### config.mk
export PLATFORM = sky130hd
export DESIGN_NAME = mux4to1_rr_n_bit_flat
export DESIGN_NICKNAME = d
export VERILOG_FILES = /design/src/rtl/mux4to1_rr_n_bit_if.sv /design/src/rtl/mux4to1_rr_n_bit.sv /design/src/flat_wrapper.sv
export SDC_FILE = /design/constraint.sdc
export NUM_CORES = 1
export LEC_CHECK = 0
export CELL_PAD_IN_SITES_DETAIL_PLACEMENT = 1
export CELL_PAD_IN_SITES_GLOBAL_PLACEMENT = 2
export CORE_MARGIN = 10
export CORE_UTILIZATION = 16
export DETAILED_ROUTE_END_ITERATION = 8
export PLACE_DENSITY = 0.72
export SLEW_MARGIN = 30
export SYNTH_ARGS = -nofsm -noshare
export SYNTH_HDL_FRONTEND = slang
export SYNTH_SLANG_ARGS = --single-unit
### constraint.sdc
create_clock -name clk -period 2.3 [get_ports clk]
set_input_delay 0.575 -clock clk [delete_from_list [all_inputs] [get_ports clk]]
set_output_delay 0.575 -clock clk [all_outputs]
set_load 0.05 [all_outputs]
### src/rtl/mux4to1_rr_n_bit_if.sv
// Handshake bundle for the 4:1 round-robin gather mux.
// Four N-bit producers (a0..a3 with a_valid/a_ready) and one N-bit
// consumer stream (z/z_valid/z_ready) plus the 2-bit source index s.
// master: the mux itself (drives a_ready, z, z_valid, s).
// slave : the surrounding producers/consumer.
interface mux4to1_rr_n_bit_if #(
    parameter int N = 8
);
    logic [N-1:0] a0;
    logic [N-1:0] a1;
    logic [N-1:0] a2;
    logic [N-1:0] a3;
    logic [3:0]   a_valid;
    logic [3:0]   a_ready;
    logic [N-1:0] z;
    logic         z_valid;
    logic         z_ready;
    logic [1:0]   s;

    modport master (
        input  a0, a1, a2, a3, a_valid, z_ready,
        output a_ready, z, z_valid, s
    );

    modport slave (
        output a0, a1, a2, a3, a_valid, z_ready,
        input  a_ready, z, z_valid, s
    );
endinterface

### src/rtl/mux4to1_rr_n_bit.sv
// 4:1 N-bit gather mux with round-robin arbitration and a registered
// output stage carrying the data word and its 2-bit source index.
// Build option: define MUX_FIXED_PRIO_EN for fixed priority (source 0
// highest, no rotating pointer). Default build is round-robin.
module mux4to1_rr_n_bit #(
    parameter int N = 8
) (
    input  logic                     clk,
    input  logic                     rst,
    mux4to1_rr_n_bit_if.master       bus
);
    logic [1:0]   start;
    logic [1:0]   winner;
    logic         any_valid;
    logic         load;
    logic         accept;
    logic [N-1:0] win_data;

    logic [N-1:0] z_q;
    logic [1:0]   s_q;
    logic         z_valid_q;

`ifdef MUX_FIXED_PRIO_EN
    // Search always begins at source 0, so the lowest index wins.
    assign start = 2'b00;
`else
    logic [1:0]   ptr;
    // Search begins one past the last granted source.
    assign start = ptr;
`endif

    assign any_valid = |bus.a_valid;
    // Output register can take a word when empty or being drained now.
    assign load      = !z_valid_q || bus.z_ready;
    assign accept    = !rst && load && any_valid;

    // Circular search from start; walking downwards means the closest
    // valid source to start is the last one written and therefore wins.
    always_comb begin
        logic [1:0] idx;
        idx    = 2'b00;
        winner = start;
        for (int k = 3; k >= 0; k--) begin
            idx = start + 2'(k);
            if (bus.a_valid[idx]) begin
                winner = idx;
            end
        end
    end

    // Select the winning source's data word.
    always_comb begin
        win_data = bus.a0;
        case (winner)
            2'd0:    win_data = bus.a0;
            2'd1:    win_data = bus.a1;
            2'd2:    win_data = bus.a2;
            default: win_data = bus.a3;
        endcase
    end

    // One-hot grant; never more than one bit set, all zero in reset.
    assign bus.a_ready = accept ? (4'b0001 << winner) : 4'b0000;

    // Output register: load on accept, drop valid on a drain with no new
    // word; z and s keep their last values after a drain.
    always_ff @(posedge clk) begin
        if (rst) begin
            z_valid_q <= 1'b0;
            z_q       <= '0;
            s_q       <= 2'b00;
`ifndef MUX_FIXED_PRIO_EN
            ptr       <= 2'b00;
`endif
        end else if (accept) begin
            z_valid_q <= 1'b1;
            z_q       <= win_data;
            s_q       <= winner;
`ifndef MUX_FIXED_PRIO_EN
            ptr       <= winner + 2'd1;
`endif
        end else if (load) begin
            z_valid_q <= 1'b0;
        end
    end

    assign bus.z       = z_q;
    assign bus.s       = s_q;
    assign bus.z_valid = z_valid_q;
endmodule

### src/flat_wrapper.sv
// flat-port wrapper written by rule: the top's interface ports become plain ports
module mux4to1_rr_n_bit_flat 
#(
    parameter int N = 8
)
  (clk, rst, bus_a0, bus_a1, bus_a2, bus_a3, bus_a_valid, bus_z_ready, bus_a_ready, bus_z, bus_z_valid, bus_s);
  mux4to1_rr_n_bit_if #(.N(N)) bus_i ();
  input  logic clk;
  input  logic rst;
  input wire logic [$bits(bus_i.a0)-1:0] bus_a0;
  input wire logic [$bits(bus_i.a1)-1:0] bus_a1;
  input wire logic [$bits(bus_i.a2)-1:0] bus_a2;
  input wire logic [$bits(bus_i.a3)-1:0] bus_a3;
  input wire logic [$bits(bus_i.a_valid)-1:0] bus_a_valid;
  input wire logic [$bits(bus_i.z_ready)-1:0] bus_z_ready;
  output wire logic [$bits(bus_i.a_ready)-1:0] bus_a_ready;
  output wire logic [$bits(bus_i.z)-1:0] bus_z;
  output wire logic [$bits(bus_i.z_valid)-1:0] bus_z_valid;
  output wire logic [$bits(bus_i.s)-1:0] bus_s;
  assign bus_i.a0 = bus_a0;
  assign bus_i.a1 = bus_a1;
  assign bus_i.a2 = bus_a2;
  assign bus_i.a3 = bus_a3;
  assign bus_i.a_valid = bus_a_valid;
  assign bus_i.z_ready = bus_z_ready;
  assign bus_a_ready = bus_i.a_ready;
  assign bus_z = bus_i.z;
  assign bus_z_valid = bus_i.z_valid;
  assign bus_s = bus_i.s;
  mux4to1_rr_n_bit #(.N(N)) u_core (.clk(clk), .rst(rst), .bus(bus_i));
endmodule
==> impl_metrics.env, run 1 <==
export IMPL_crit_path_start_kind="input pin"
export IMPL_cts_buffers=3
export IMPL_cp_arrival_ns=1.90
export IMPL_max_slew_margin_pct=64.57
export IMPL_place_inst=230
export IMPL_rsz0062_at_grt="yes"
export IMPL_fp_dieArea_um2=8465
export IMPL_fp_row_count=26
export IMPL_hold_path_class="flip-flop to flip-flop"
export IMPL_p_per_area_nw_per_um2=625.6
export IMPL_leakage_nw=0.6728
export IMPL_num_vias=989
export IMPL_clk_pin_slew_ns=0.05
export IMPL_crit_required_ns=1.73
export IMPL_core_um2=5075
export IMPL_ios=54
export IMPL_antenna_found_initial=0
export IMPL_clk_path_buf_depth=2
export IMPL_ys_seq_area_share_pct=31.37
export IMPL_drt_iter0_markers=81
export IMPL_hold_slack_ns=0.4790
export IMPL_failed_checks="setup timing"
export IMPL_vdd_drop_max_v=0.0002030
export IMPL_start_util_pct=16.35
export IMPL_hold_viol_final=0
export IMPL_synth_top_area_cell="dfxtp_1"
export IMPL_synth_area_um2=829.5
export IMPL_fillers=623
export IMPL_drt_antenna_violating_nets=0
export IMPL_final_cell_mix="clkdlybuf4s50_1, o21ai_1, buf_4, dfxtp_1, nand3b_1"
export IMPL_die_h_um=92.01
export IMPL_clock_latency_ns=0.24
export IMPL_synth_cell_types=23
export IMPL_io_buffers=53
export IMPL_clock_root_buffer="clkbuf_8"
export IMPL_cp_max_fo=4
export IMPL_maxSlewViolCount=0
export IMPL_min_period_ns=2.475
export IMPL_final_common_cell="clkdlybuf4s50_1"
export IMPL_yosysWarnings=0
export IMPL_grt_overflow_total=0
export IMPL_end_kind="output pin"
export IMPL_diodes=0
export IMPL_hold_buffers=0
export IMPL_tightest_slew_ns=0.5297
export IMPL_fp_dieW_um=92.01
export IMPL_dpl_hpwl_mm=2.891
export IMPL_fin_ws_ns=-0.1746
export IMPL_grt_pass1_wl_mm=5.816
export IMPL_nets=212
export IMPL_period_share_pct=107.6
export IMPL_crit_type="input pin to output pin"
export IMPL_drive_gt1_share_pct=29.34
export IMPL_h_tree_depth=1
export IMPL_finalSetupTns_ns=-0.5609
export IMPL_ys_seq_elements=13
export IMPL_min_path_cells=2
export IMPL_viasPerCell=4.173
export IMPL_r2r_cells=10
export IMPL_wire_per_inst_um=14.58
export IMPL_track_usage_pct=8.307
export IMPL_power_w=0.001071
export IMPL_drc=0
export IMPL_synth_top_area_share_pct=31.37
export IMPL_finalWirelength_mm=3.455
export IMPL_fin_util_pct=33.73
export IMPL_synthTopCellsByArea="dfxtp_1, nand3b_1, a222oi_1"
export IMPL_place_congestion=0.7266
export IMPL_syn_nets=144
export IMPL_synthToLayoutAreaGrowth_pct=106.3
export IMPL_cts_sinks=13
export IMPL_max_cap_violations=0
export IMPL_stdcell_count=237
export IMPL_first_pass_iters=5
export IMPL_grt_pass1_vias=1110
export IMPL_grt_max_degree=23
export IMPL_syn_avg_cell_area_um2=8.295
export IMPL_fmax_ghz=0.4041
export IMPL_status="finished with violations"
export IMPL_setup_violations_final=4
export IMPL_tritoncts="done"
export IMPL_finClkSkew_ns=0.002215
export IMPL_synthesis_instances=100
[worst max-delay path: stages]
cell      delay, ns
buf_6          0.09
buf_6          0.11
nand3b_1       0.07
o31ai_1        0.07
o31a_1         0.35
buf_4          0.16
ha_2           0.18
and2_4         0.14
buf_12         0.14
[what timing repair did]
item,in CTS,in global routing
setup endpoints to repair,12,12
cloned,0,0
pin swaps,3,18
setup buffers,1,2
gates resized for setup,30,20
[cell usage after synthesis, drive strengths merged]
master   n
o21a     1
clkbuf   5
nor2b    4
or3      1
nand2    8
o31a     1
nor4     1
a21oi    1
buf      2
and2b    1
a211oi   1
ha       5
inv      5
o21ai   21
o211ai   1
nand3b  11
dfxtp   13
nor3     1
nor2     3
a222oi   8
o31ai    2
and2     4
[metal layers]
layer / track usage [%] / routed length [um] / vias up
met1: 9.934 / 1511 / 438
met3: 3.667 / 319 / 4
met2: 13.00 / 1580 / 43
met5: 0 / 0 / -
li1: - / - / 504
met4: 2.699 / 44 / 0
[metrics by stage]
step                      cell area (um^2)  setup slack, ns
after floorplan                      840.8        -0.004445
after global placement                1572          -0.5820
after detailed placement              1572          -0.6440
after CTS                             1645          -0.2005
after global routing                  1712          -0.2345
final                                 1712          -0.1746
[report_power, final]
part           switching, W  internal (W)  leakage, nW  total, W
Sequential        0.0000237      0.000263        0.108  0.000287
Clock             0.0000817      0.000120       0.0255  0.000201
Combinational      0.000309      0.000273        0.539  0.000582
[state kept, by name (all words and copies together), names as in the netlist]
signal and cells:
u_core.bus.z_valid 1, u_core.bus.z 8, u_core.bus.s 2, u_core.ptr 2
[layout make-up]
class | instances | area [um^2] | area share [%]
timing repair buffer | 70 | 711.9 | 41.59
tap | 70 | 87.58 | 5.117
clock buffer | 3 | 41.29 | 2.412
multi-input combinational | 75 | 585.6 | 34.21
clock inverter | 1 | 5.005 | 0.2924
sequential | 13 | 261.5 | 15.28
inverter | 5 | 18.77 | 1.096
[path summary, 6_finish.rpt]
kind	slack, ns	to	from
setup reg to reg	0.11	u_core.bus.z[2]$_SDFFE_PP0P_	u_core.ptr[0]$_SDFFE_PP0P_
hold reg to reg	0.48	u_core.bus.z[4]$_SDFFE_PP0P_	u_core.bus.z[4]$_SDFFE_PP0P_
setup / recovery	-0.17	bus_a_ready[1]	bus_a_valid[0]
hold / removal	0.48	u_core.bus.z[4]$_SDFFE_PP0P_	u_core.bus.z[4]$_SDFFE_PP0P_
[cell families after synthesis]
kind of cell	Yosys count	share of synthesized area, %
AO/OA/AOI/OAI	36	28.51
adder cells (fa/ha/maj)	5	7.541
buffers and inverters	12	7.240
flip-flops	13	31.37
AND/OR/NAND/NOR	34	25.34
Note: power is estimated with default switching activity, not from simulation.
==> run 2: changes to the inputs <==
--- a/config.mk
+++ b/config.mk
@@ -5,13 +5,14 @@
 export SDC_FILE = /design/constraint.sdc
 export NUM_CORES = 1
 export LEC_CHECK = 0
+export CAP_MARGIN = 20
 export CELL_PAD_IN_SITES_DETAIL_PLACEMENT = 1
 export CELL_PAD_IN_SITES_GLOBAL_PLACEMENT = 2
 export CORE_MARGIN = 10
 export CORE_UTILIZATION = 16
 export DETAILED_ROUTE_END_ITERATION = 8
 export PLACE_DENSITY = 0.72
-export SLEW_MARGIN = 30
+export SLEW_MARGIN = 20
 export SYNTH_ARGS = -nofsm -noshare
 export SYNTH_HDL_FRONTEND = slang
 export SYNTH_SLANG_ARGS = --single-unit
==> results of run 2 <==
Same layout as run 1: the final DEF is identical, and so are final timing and power.
